## config.mk

```make
export PLATFORM = sky130hd
export DESIGN_NAME = vc_egress_sched
export DESIGN_NICKNAME = d
export VERILOG_FILES = /design/src/rtl/vc_egress_sched_pkg.sv /design/src/rtl/vc_egress_mux.sv /design/src/rtl/vc_egress_sched.sv
export SDC_FILE = /design/constraint.sdc
export NUM_CORES = 1
export LEC_CHECK = 0
export ABC_CLOCK_PERIOD_IN_PS = 3050
export CORE_MARGIN = 1
export CORE_UTILIZATION = 45
export CTS_CLUSTER_DIAMETER = 100
export DETAILED_ROUTE_END_ITERATION = 16
export PLACE_DENSITY = 0.71
export SLEW_MARGIN = 20
export SYNTH_ARGS = -nofsm -noshare
export SYNTH_HDL_FRONTEND = slang
export SYNTH_HIERARCHICAL = 1
export SYNTH_SLANG_ARGS = --single-unit
```

## constraint.sdc

```tcl
create_clock -name clk -period 3.05 [get_ports clk]
set_clock_uncertainty 0.05 [all_clocks]
set_input_delay 0.4575 -clock clk [delete_from_list [all_inputs] [get_ports clk]]
set_output_delay 0.4575 -clock clk [all_outputs]
set_load 0.01 [all_outputs]
```

## src/rtl/vc_egress_sched_pkg.sv

```systemverilog
// Shared types and constants for the two-VC weighted round-robin egress scheduler.
package vc_egress_sched_pkg;

  typedef enum logic [1:0] {
    ST_IDLE   = 2'b00,
    ST_SERVE0 = 2'b01,
    ST_SERVE1 = 2'b10
  } state_e;

  localparam logic VC0 = 1'b0;
  localparam logic VC1 = 1'b1;

  localparam int unsigned DEFAULT_WEIGHT = 1;

  // SERVE state that owns the given VC
  function automatic state_e serve_state(input logic vc);
    return (vc == VC1) ? ST_SERVE1 : ST_SERVE0;
  endfunction

endpackage

```

## src/rtl/vc_egress_mux.sv

```systemverilog
// Egress datapath: delays the pop selector by one cycle (FIFO read latency) and
// registers the steered word; data_out holds when nothing valid arrives.
module vc_egress_mux
  import vc_egress_sched_pkg::*;
#(
  parameter int unsigned DATA_W = 4
) (
  input  logic              clk,
  input  logic              reset_L,
  input  logic              pop_sel,
  input  logic [DATA_W-1:0] data_vc0,
  input  logic [DATA_W-1:0] data_vc1,
  input  logic              valid_vc0,
  input  logic              valid_vc1,
  output logic [DATA_W-1:0] data_out,
  output logic              valid_out
);

  logic              sel_q, sel_d;
  logic              valid_q, valid_d;
  logic [DATA_W-1:0] data_q, data_d;

  always_comb begin
    sel_d   = pop_sel;
    valid_d = (sel_q == VC1) ? valid_vc1 : valid_vc0;
    data_d  = data_q;
    if (valid_d) begin
      data_d = (sel_q == VC1) ? data_vc1 : data_vc0;
    end
  end

  always_ff @(posedge clk or negedge reset_L) begin
    if (!reset_L) begin
      sel_q   <= VC0;
      valid_q <= 1'b0;
      data_q  <= '0;
    end else begin
      sel_q   <= sel_d;
      valid_q <= valid_d;
      data_q  <= data_d;
    end
  end

  assign data_out  = data_q;
  assign valid_out = valid_q;

endmodule

```

## src/rtl/vc_egress_sched.sv

```systemverilog
// Weighted round-robin scheduler popping two VC FIFOs onto one egress lane.
// Optional per-VC pop counters are built when VC_SCHED_STATS_EN is defined.
module vc_egress_sched
  import vc_egress_sched_pkg::*;
#(
  parameter int unsigned DATA_W   = 4,
  parameter int unsigned WEIGHT_W = 3
) (
  input  logic                clk,
  input  logic                reset_L,
  input  logic                init,
  input  logic [WEIGHT_W-1:0] weight_vc0,
  input  logic [WEIGHT_W-1:0] weight_vc1,
  input  logic                empty_vc0,
  input  logic                empty_vc1,
  input  logic [DATA_W-1:0]   data_vc0,
  input  logic [DATA_W-1:0]   data_vc1,
  input  logic                valid_vc0,
  input  logic                valid_vc1,
  input  logic                pause_out,
  output logic                pop_vc0,
  output logic                pop_vc1,
  output logic [DATA_W-1:0]   data_out,
  output logic                valid_out,
  output logic                grant_vc,
  output logic                idle
`ifdef VC_SCHED_STATS_EN
  ,
  output logic [7:0]          grant_cnt_vc0,
  output logic [7:0]          grant_cnt_vc1
`endif
);

  state_e              state_q, state_d;
  logic [WEIGHT_W-1:0] w0_q, w0_d, w1_q, w1_d;
  logic [WEIGHT_W-1:0] budget_q, budget_d;
  logic [WEIGHT_W-1:0] cnt_q, cnt_d;
  logic                last_q, last_d;
  logic                grant_q, grant_d;
  logic                idle_q, idle_d;
  logic                popped_q, popped_d;

  logic                pop0_c, pop1_c, pop_any_c;
  logic                cur_c, cur_empty_c, oth_empty_c;
  logic                start_c, nxt_c;
  logic [WEIGHT_W:0]   cnt_inc_c;

  // Pops come straight from the registered state so the FIFO sees them this cycle
  always_comb begin
    pop0_c      = (state_q == ST_SERVE0) && !empty_vc0 && !pause_out;
    pop1_c      = (state_q == ST_SERVE1) && !empty_vc1 && !pause_out;
    pop_any_c   = pop0_c || pop1_c;
    cur_c       = (state_q == ST_SERVE1);
    cur_empty_c = cur_c ? empty_vc1 : empty_vc0;
    oth_empty_c = cur_c ? empty_vc0 : empty_vc1;
    cnt_inc_c   = {1'b0, cnt_q} + {{WEIGHT_W{1'b0}}, pop_any_c};
  end

  // A zero weight would starve its VC, so it is stored as the default weight
  always_comb begin
    w0_d = w0_q;
    w1_d = w1_q;
    if (init) begin
      w0_d = (weight_vc0 == '0) ? WEIGHT_W'(DEFAULT_WEIGHT) : weight_vc0;
      w1_d = (weight_vc1 == '0) ? WEIGHT_W'(DEFAULT_WEIGHT) : weight_vc1;
    end
  end

  always_comb begin
    state_d  = state_q;
    cnt_d    = cnt_q;
    budget_d = budget_q;
    last_d   = last_q;
    start_c  = 1'b0;
    nxt_c    = VC0;
    case (state_q)
      ST_IDLE: begin
        if (!pause_out && !(empty_vc0 && empty_vc1)) begin
          start_c = 1'b1;
          nxt_c   = empty_vc0 ? VC1 : (empty_vc1 ? VC0 : ~last_q);
        end
      end
      ST_SERVE0, ST_SERVE1: begin
        cnt_d = cnt_inc_c[WEIGHT_W-1:0];
        if (cur_empty_c || (cnt_inc_c == {1'b0, budget_q})) begin
          last_d = cur_c;
          cnt_d  = '0;
          if (!oth_empty_c) begin
            start_c = 1'b1;
            nxt_c   = ~cur_c;
          end else if (!cur_empty_c) begin
            start_c = 1'b1;
            nxt_c   = cur_c;
          end else begin
            state_d = ST_IDLE;
          end
        end
      end
      default: state_d = ST_IDLE;
    endcase
    // Budget is sampled only at a turn start so weight updates never cut a burst
    if (start_c) begin
      state_d  = serve_state(nxt_c);
      budget_d = (nxt_c == VC1) ? w1_q : w0_q;
      cnt_d    = '0;
    end
  end

  always_comb begin
    grant_d = grant_q;
    if (state_d == ST_SERVE0) grant_d = VC0;
    if (state_d == ST_SERVE1) grant_d = VC1;
    popped_d = pop_any_c;
    idle_d   = (state_d == ST_IDLE) && !pop_any_c && !popped_q;
  end

  always_ff @(posedge clk or negedge reset_L) begin
    if (!reset_L) begin
      state_q  <= ST_IDLE;
      w0_q     <= WEIGHT_W'(DEFAULT_WEIGHT);
      w1_q     <= WEIGHT_W'(DEFAULT_WEIGHT);
      budget_q <= WEIGHT_W'(DEFAULT_WEIGHT);
      cnt_q    <= '0;
      last_q   <= VC1;
      grant_q  <= VC0;
      idle_q   <= 1'b1;
      popped_q <= 1'b0;
    end else begin
      state_q  <= state_d;
      w0_q     <= w0_d;
      w1_q     <= w1_d;
      budget_q <= budget_d;
      cnt_q    <= cnt_d;
      last_q   <= last_d;
      grant_q  <= grant_d;
      idle_q   <= idle_d;
      popped_q <= popped_d;
    end
  end

  assign pop_vc0  = pop0_c;
  assign pop_vc1  = pop1_c;
  assign grant_vc = grant_q;
  assign idle     = idle_q;

  vc_egress_mux #(.DATA_W(DATA_W)) u_mux (
    .clk      (clk),
    .reset_L  (reset_L),
    .pop_sel  (pop1_c),
    .data_vc0 (data_vc0),
    .data_vc1 (data_vc1),
    .valid_vc0(valid_vc0),
    .valid_vc1(valid_vc1),
    .data_out (data_out),
    .valid_out(valid_out)
  );

`ifdef VC_SCHED_STATS_EN
  logic [7:0] gc0_q, gc0_d, gc1_q, gc1_d;

  // Saturating pop counters, cleared by a weight load
  always_comb begin
    gc0_d = gc0_q;
    gc1_d = gc1_q;
    if (init) begin
      gc0_d = '0;
      gc1_d = '0;
    end else begin
      if (pop0_c && (gc0_q != 8'hFF)) gc0_d = gc0_q + 8'd1;
      if (pop1_c && (gc1_q != 8'hFF)) gc1_d = gc1_q + 8'd1;
    end
  end

  always_ff @(posedge clk or negedge reset_L) begin
    if (!reset_L) begin
      gc0_q <= '0;
      gc1_q <= '0;
    end else begin
      gc0_q <= gc0_d;
      gc1_q <= gc1_d;
    end
  end

  assign grant_cnt_vc0 = gc0_q;
  assign grant_cnt_vc1 = gc1_q;
`endif

endmodule

```

# Word-level counts from Yosys, hierarchy flattened
# Index checks and enable logic that the tools add are counted.
# word_totals
reg_bits	24
in_bits	22
output_inout_bits	9
word_cells	74
# op_classes
add_sub_neg	1
n_eq_ne	5
mux	30
n_bitwise	2
n_reduce_logical	24
# ops
cell	n
3-bit two-way mux	6
1-bit two-way mux	15
2-bit two-way mux	5
1-bit logical AND	8
1-bit logical NOT	6
3-bit logical NOT	2
3-bit by 1-bit adder with 4-bit output	1
2-bit by 1-bit equality test with 1-bit output (second input constant)	2
2-bit equality test (second input constant)	2
4-bit by 3-bit equality test with 1-bit output	1
2-bit logical NOT	2
4-bit two-way mux	1
1-bit case mux with 2 select lines	2
2-bit case mux with 2 select lines	1
2-bit nonzero test	2
1-bit logical OR	2
1-bit NOT	2
2-bit AND reduction	1
2-bit OR reduction	1

# Logic depth before layout (Yosys ltp)
# Gate-level depths: netlist of the first run.
# depth
depth_word	14
ltp_mapped	14
depth_no_buf	13

# Hierarchy
# The synthesis of the first run kept the hierarchy.
# modules_own_cells
module	instances	cells_per_inst	area_each_um2	seq_area_each_um2
vc_egress_sched	1	107	1116.1	456.7
vc_egress_mux	1	22	311.5	150.1

# Worst setup path after synthesis of the first run
# Ideal clock, no wire load.
# synth_timing
kind	register -> register
from	register state_q[0]
to	register grant_q (netlist: grant_vc)
arrival_ns	3.278
t_required_ns	2.875
slack_ns	-0.403
stages_incl_launch_ff	14
n_path_buf	0
cell_sequence	dfrtp_1 inv_1 ha_1 and2_1 or2_2 ha_1 ha_1 xnor2_2 nand4_4 a311oi_4 inv_4 mux2i_1 ha_1 mux2_2
# synth_between
elab_chain_len	13
elab_cells_between_ends	33
# synth_lines
element	line	source
start: declaration	vc_egress_sched.sv:34	state_e state_q, state_d;
start signal: assignment	vc_egress_sched.sv:129	state_q <= state_d;
2-bit equality test (*)	vc_egress_sched.sv:53	cur_c = (state_q == ST_SERVE1);
named net cur_c	vc_egress_sched.sv:44	logic cur_c, cur_empty_c, oth_empty_c;
1-bit logical AND (*) (2 in a row)	vc_egress_sched.sv:51	pop1_c = (state_q == ST_SERVE1) && !empty_vc1 && !pause_out;
named net pop_vc1	vc_egress_sched.sv:22	output logic pop_vc1,
1-bit logical OR (*)	vc_egress_sched.sv:52	pop_any_c = pop0_c || pop1_c;
named net pop_any_c	vc_egress_sched.sv:43	logic pop0_c, pop1_c, pop_any_c;
3-bit by 1-bit adder with 4-bit output (*)	vc_egress_sched.sv:56	cnt_inc_c = {1'b0, cnt_q} + {{WEIGHT_W{1'b0}}, pop_any_c};
4-bit by 3-bit equality test with 1-bit output (*)	vc_egress_sched.sv:85	if (cur_empty_c || (cnt_inc_c == {1'b0, budget_q})) begin
1-bit logical OR (*)	vc_egress_sched.sv:85	
1-bit two-way mux	vc_egress_sched.sv:85	
1-bit case mux with 2 select lines	vc_egress_sched.sv:76	case (state_q)
2-bit two-way mux	vc_egress_sched_pkg.sv:17	return (vc == VC1) ? ST_SERVE1 : ST_SERVE0;
2-bit two-way mux (*)	vc_egress_sched.sv:102	if (start_c) begin
named net state_d[1]	vc_egress_sched.sv:34	
2-bit equality test / 2-bit by 1-bit equality test with 1-bit output (equally long branches)	vc_egress_sched.sv:112, vc_egress_sched.sv:111	
1-bit two-way mux / 2-bit nonzero test (equally long branches)	-	
end signal: assignment	vc_egress_sched.sv:135	grant_q <= grant_d;
end: declaration	vc_egress_sched.sv:39	logic grant_q, grant_d;
# Mark *: on every way through the listed nets, which the timed path passes. The rest lies on a longest branch.
# A chain may end at the register's enable or synchronous reset.

# Final worst setup path of the first run
# layout_timing
from	register state_q[0]
to	register grant_q (netlist: grant_vc)
# layout_between
elab_chain_len	13
elab_cells_between_ends	33
# layout_lines
element	line
2-bit equality test (*)	vc_egress_sched.sv:53
named net cur_c	vc_egress_sched.sv:44
1-bit logical AND (*) (2 in a row)	vc_egress_sched.sv:51
1-bit logical OR (*)	vc_egress_sched.sv:52
named net pop_any_c	vc_egress_sched.sv:43
3-bit by 1-bit adder with 4-bit output (*)	vc_egress_sched.sv:56
4-bit by 3-bit equality test with 1-bit output (*)	vc_egress_sched.sv:85
1-bit logical OR (*)	vc_egress_sched.sv:85
1-bit two-way mux	vc_egress_sched.sv:85
1-bit case mux with 2 select lines	vc_egress_sched.sv:76
2-bit two-way mux	vc_egress_sched_pkg.sv:17
2-bit two-way mux (*)	vc_egress_sched.sv:102
named net state_d[1]	vc_egress_sched.sv:34
2-bit equality test / 2-bit by 1-bit equality test with 1-bit output (equally long branches)	vc_egress_sched.sv:112, vc_egress_sched.sv:111
1-bit two-way mux / 2-bit nonzero test (equally long branches)	-
# Marked as above.

==> results of run 1 <==
## report_power, final
part / internal [mW] / switching (mW) / total [mW]
clock network: 0.133 / 0.0946 / 0.227
registers: 0.396 / 0.0541 / 0.450
logic: 0.401 / 0.315 / 0.715
total: 0.929 / 0.463 / 1.39
## cells in the mapped netlist (2+ instances only)
cell,count
nand3_1,3
xnor2_2,2
ha_1,8
dfstp_2,5
mux2_2,5
a31oi_1,2
a21oi_1,11
nor3b_1,2
dfrtp_1,19
mux2_4,2
nor2_1,13
mux2i_1,16
inv_1,5
nor2b_1,4
nand2b_1,4
nand2_1,8
buf_4,2
## final timing paths
| check | start | endpoint | slack [ps] | cells past startpoint |
|---|---|---|---|---|
| max reg2reg | state_q[0]$_DFF_PN0_ | grant_vc$_DFFE_PN0P_ | -10 | 13 |
| max in group asynchronous | reset_L | w1_q[0]$_DFFE_PN1P_ | 2230 | 2 |
| min | popped_q$_DFF_PN0_ | idle$_DFF_PN1_ | 330 | 1 |
| min reg2reg | popped_q$_DFF_PN0_ | idle$_DFF_PN1_ | 330 | 1 |
| min in group asynchronous | reset_L | popped_q$_DFF_PN0_ | 440 | 2 |
| max | state_q[0]$_DFF_PN0_ | grant_vc$_DFFE_PN0P_ | -10 | 13 |
## worst register-to-register path: stages (launching register included)
cell      delay, ps
dfrtp_1         410
inv_2            50
ha_2            180
and2_4          130
or2_4           260
ha_4            170
ha_4            230
xnor2_4         190
nand4_4         150
a311oi_4        310
inv_4            60
mux2i_2         200
ha_1            270
mux2_4          300
## metal layers
metal / up-vias / GRT usage (%) / wire length [um]
met1: 538 / 21.4 / 1210
met4: 0 / 4.08 / 0
met2: 27 / 37.3 / 1530
met5: - / 0 / 0
met3: 0 / 2.42 / 125
li1: 544 / - / -
## final cells by class
cell class | instances | area [sq um] | area share, %
Multi-Input combinational cell | 94 | 843 | 41.7
Sequential cell | 24 | 607 | 30.0
Timing Repair Buffer | 49 | 440 | 21.8
Tap cell | 44 | 55.1 | 2.72
Clock inverter | 1 | 30.0 | 1.48
Inverter | 6 | 25.0 | 1.24
Clock buffer | 3 | 22.5 | 1.11
## through the flow
| step | area, sq um | hold WS [ps] | setup slack [ps] |
|---|---|---|---|
| floorplan | 1480 | 112 | -118 |
| global placement | 1910 | 308 | -371 |
| detailed placement | 1910 | 315 | -435 |
| CTS | 2010 | 334 | -29.2 |
| global route | 2020 | 358 | -167 |
| finish | 2020 | 327 | -14.7 |
## flip-flops by register name (all words and copies together), names as in the netlist
| register | count |
|---|---|
| u_mux/sel_q | 1 |
| w0_q | 3 |
| idle | 1 |
| u_mux/valid_out | 1 |
| state_q | 2 |
| u_mux/data_out | 4 |
| last_q | 1 |
| cnt_q | 3 |
| w1_q | 3 |
| popped_q | 1 |
| grant_vc | 1 |
| budget_q | 3 |
## repair_timing
action | CTS | global route
gates resized for setup | 9 | 2
setup buffers | 3 | 1
endpoints found under the hold margin | 0 | 0
hold buffers | 0 | 0
pin swaps | 6 | 0
setup endpoints to repair | 2 | 2
## logic make-up after synthesis
logic type	after synthesis	synth area share, %
AOI/OAI and AO/OA	21	10.3
xor gates and xnor gates	3	3.94
adders and majority gates	8	7.01
buffers and inverters	11	4.21
DFF	24	42.5
muxes	23	17.3
and+or+nand+nor	39	14.7
==> impl_metrics.toml, run 1 <==
[min_path]
hp-class = "register to register"

[drt]
via_count = 1109
routed_wl_mm = 2.87
dr.pass1.iters = 4
drc = 0
wl_per_cell_um = 13.0
detail_route.iter0.violations = 15
viasPerCell = 5.02
ant_nets = 0

[logic_synthesis]
ys_ff_latch = 24
avgSynthCellArea_sq_um = 11.1
synthesis.area_sq_mm = 0.00143
synthCells = 129
ys.flop_type = "dfrtp_1"
ys_async_sr_fraction_pct = 100
synth_edf_count = 0
synth_area_leaders = "dfrtp_1, mux2i_1, dfstp_2"
ys_types = 35
syn-num-nets = 159
yosysSeqAreaShare_pct = 42.5
yosysWarnings = 6
yosys.area.top_type = "dfrtp_1"
synth_top_area_share_pct = 33.3

[clock_network]
cts_made_buffers = 3
cts_tree = "built"
cts_max_level = 1
clock-sinks = 24
clkTransAtPathRegs_ps = 130
cts-root-buf = "clkbuf_4"
clock_latency_ps = 310
cts.path.max_buffers = 2

[outcome]
status = "complete, but fails checks"
violations = "setup timing"

[final_layout]
area_growth_pct = 41.7
nNetsFinal = 208
final_common_cell = "clkdlybuf4s50_1"
drive_gt1_share_pct = 31.1
fillers = 232
final_cell_mix = "clkdlybuf4s50_1, dfrtp_1, buf_4"
antenna_cells = 0
stdcell_count = 221
fin_util_pct = 66.8

[timing]
worstMarginPinSlew_ps = 725
layout_setup_ws_ps = -14.7
rsz0062_at_grt = "true"
fmax_mhz = 326
slew_headroom_pct = 51.1
hold_viol = 0
slew_viol_final = 0
setup_viol = 1
setup-tns-final_ps = -14.7
period_needed_ps = 3060
fin_crit_sh_pct = 100

[grt]
track_usage_pct = 18.8
grt_max_degree = 25
grt_pass1_wl_mm = 4.93
antenna_found_initial = 0
grt_overflow = 0
first_global_vias = 1160

[die]
start_util_pct = 47.1
core_area_sq_mm = 0.00303
io_pins = 31
rows = 20
die_height_um = 58.3
die_w_um = 58.3
die-area_sq_mm = 0.00340

[power_and_ir_drop]
power_density_mw_per_mm2 = 688
irDropWorstVdd_mv = 0.461
p_leak_nw = 0.870
totalPowerFinal_mw = 1.39

[placement]
port_buffers = 30
hpwl_mm = 2.24
placed_cells = 213
finalWeightedCongestion = 0.798

[critical_path]
startpoint_type = "register"
worstPathRequired_ps = 3210
cp_common_cell = "ha_4"
cp_num_buf_inv = 2
crit_fanout = 5
worstSetupPathType = "register to register"
slowest_stage = "dfrtp_1"
worstPathArrival_ps = 3220
crit_chain = "inv_2 > ha_2 > and2_4 > or2_4 > ha_4 > ha_4 > xnor2_4 > nand4_4 > a311oi_4 > inv_4 > mux2i_2 > ha_1 > mux2_4"
setup.worst_path.end_class = "register"
crit_family = "adder cells"
cp_slowest_stage_delay_ps = 410

[job]
cap_violations = 0
(Power assumes the default switching activity.)
==> run 2: changes to the inputs <==
--- a/config.mk
+++ b/config.mk
@@ -5,12 +5,12 @@
 export SDC_FILE = /design/constraint.sdc
 export NUM_CORES = 1
 export LEC_CHECK = 0
-export ABC_CLOCK_PERIOD_IN_PS = 3050
+export ABC_CLOCK_PERIOD_IN_PS = 3100
 export CORE_MARGIN = 1
-export CORE_UTILIZATION = 45
+export CORE_UTILIZATION = 50
 export CTS_CLUSTER_DIAMETER = 100
 export DETAILED_ROUTE_END_ITERATION = 16
-export PLACE_DENSITY = 0.71
+export PLACE_DENSITY = 0.75
 export SLEW_MARGIN = 20
 export SYNTH_ARGS = -nofsm -noshare
 export SYNTH_HDL_FRONTEND = slang
==> constraint.sdc (replaced) <==
create_clock -name clk -period 3.1 [get_ports clk]
set_clock_uncertainty 0.05 [all_clocks]
set_input_delay 0.465 -clock clk [delete_from_list [all_inputs] [get_ports clk]]
set_output_delay 0.465 -clock clk [all_outputs]
set_load 0.01 [all_outputs]
==> run 2 against run 1 <==
Net effect:
- the run now ends clean
- largest power group unchanged
- critical path type unchanged
- sequential power shrank 0.9%
- combinational power shrank 6.0%
- critical endpoint unchanged
- highest routed layer is now met4
- routed wire length grew 2.6%
- largest cell class unchanged
==> impl_metrics.toml, run 2 (synthesized netlist as in run 1, its figures left out) <==
[grt]
grt_overflow = 0
first_global_vias = 1138
grt_pass1_wl_mm = 5.06
grt_max_degree = 25
track_usage_pct = 21.4
antenna_found_initial = 0

[final_layout]
largest_register_ffs = 4
fin_util_pct = 72.4
stdcell_count = 206
nNetsFinal = 206
drive_gt1_share_pct = 28.6
antenna_cells = 0
final_common_cell = "clkdlybuf4s50_1"
area_growth_pct = 38.6
final_cell_mix = "clkdlybuf4s50_1, dfrtp_1, buf_4"

[drt]
detail_route.iter0.violations = 32
via_count = 1087
drc = 0
ant_nets = 0
dr.pass1.iters = 5
viasPerCell = 5.28
routed_wl_mm = 2.95
wl_per_cell_um = 14.3

[min_path]
min_path_cells = 1
hp-class = "register to register"

[die]
rows = 19
die_w_um = 55.4
die_height_um = 55.4
die-area_sq_mm = 0.00307
start_util_pct = 52.2
io_pins = 31
core_area_sq_mm = 0.00273

[timing]
worstMarginPinSlew_ps = 668
layout_setup_ws_ps = 12.1
slew_viol_final = 0
period_needed_ps = 3090
fmax_mhz = 324
setup_viol = 0
hold_viol = 0
rsz0062_at_grt = "true"
fin_crit_sh_pct = 99.6
slew_headroom_pct = 55.0

[outcome]
status = "complete, no violations"

[clock_network]
cts_tree = "built"
cts_made_buffers = 3
clkTransAtPathRegs_ps = 140
cts_max_level = 1
clock_latency_ps = 330
cts.path.max_buffers = 2
cts-root-buf = "clkbuf_4"
clock-sinks = 24

[critical_path]
worstSetupPathType = "register to register"
crit_start = "state_q[1]$_DFF_PN0_"
crit_fanout = 3
worstPathArrival_ps = 3270
rrSetupSlack_ps = 10
startpoint_type = "register"
r2r_cells = 13
crit_end = "grant_vc$_DFFE_PN0P_"
reg2reg_from = "state_q[1]$_DFF_PN0_"
r2r_end = "grant_vc$_DFFE_PN0P_"
setup.worst_path.end_class = "register"
worstPathRequired_ps = 3280

[power_and_ir_drop]
irDropWorstVdd_mv = 0.589
p_leak_nw = 0.855
totalPowerFinal_mw = 1.35
seqPwrFrac_pct = 33.0
power_density_mw_per_mm2 = 683
internal_power_mw = 0.891
clock_power_share_pct = 17.2
p_sw_mw = 0.459
swShare_pct = 34.0
p_comb_share_pct = 49.8

[placement]
hpwl_mm = 2.21
port_buffers = 30
placed_cells = 197
pre_cts_ws_ps = -387
finalWeightedCongestion = 0.816

[job]
cap_violations = 0
[run 2: how the worst min path moves through the flow]
stage                             from                      end  slack [ps]
floorplan                      reset_L  budget_q[1]$_DFFE_PN0N_         120
global placement    popped_q$_DFF_PN0_           idle$_DFF_PN1_         300
detailed placement  popped_q$_DFF_PN0_           idle$_DFF_PN1_         310
CTS                 popped_q$_DFF_PN0_           idle$_DFF_PN1_         330
global route        popped_q$_DFF_PN0_           idle$_DFF_PN1_         340
finish              popped_q$_DFF_PN0_           idle$_DFF_PN1_         320
[run 2: stage by stage]
step / hold slack, ps / cell area [sq um] / setup TNS, ps
floorplan: 119 / 1480 / -67.5
global placement: 304 / 1870 / -541
detailed placement: 308 / 1870 / -702
CTS: 327 / 1950 / -19.9
global route: 344 / 1980 / -172
finish: 323 / 1980 / 0
[run 2: power groups by stage]
stage / clock (mW) / combinational (mW) / sequential (mW)
after floorplan: 0 / 0.416 / 0.448
after global placement: 0 / 0.610 / 0.449
after detailed placement: 0 / 0.621 / 0.453
after CTS: 0.237 / 0.652 / 0.446
after global routing: 0.243 / 0.734 / 0.454
final: 0.233 / 0.672 / 0.446
[run 2: cell type report]
type                            count  area, sq um
Clock inverter                      1         30.0
Fill cell                         214          756
Clock buffer                        3         22.5
Sequential cell                    24          607
Inverter                            6         25.0
Timing Repair Buffer               47          428
Multi-Input combinational cell     94          827
Tap cell                           31         38.8
[run 2: routing by layer]
layer / track usage (%) / vias to the layer above / part of all wire, %
met5: 0 / - / 0
li1: - / 542 / -
met4: 10.4 / 0 / 2.2
met1: 25.8 / 517 / 45
met3: 3.28 / 7 / 2.8
met2: 37.0 / 21 / 50
[run 2: what timing repair did]
item	4_1_cts	5_1_grt
setup buffers	2	3
hold buffers	0	0
pin swaps	1	0
gates resized for setup	2	2
setup endpoints to repair	2	2
hold endpoints to repair	0	0
[run 2: critical path: stages, from the launching register on]
cell and delay (ps):
dfrtp_1 420, inv_1 80, ha_2 170, nor3b_2 160
or2_4 270, ha_4 170, ha_4 260, xnor2_4 170
nand4_4 150, a311oi_4 310, inv_4 50, mux2i_1 140
ha_1 290, mux2_2 320
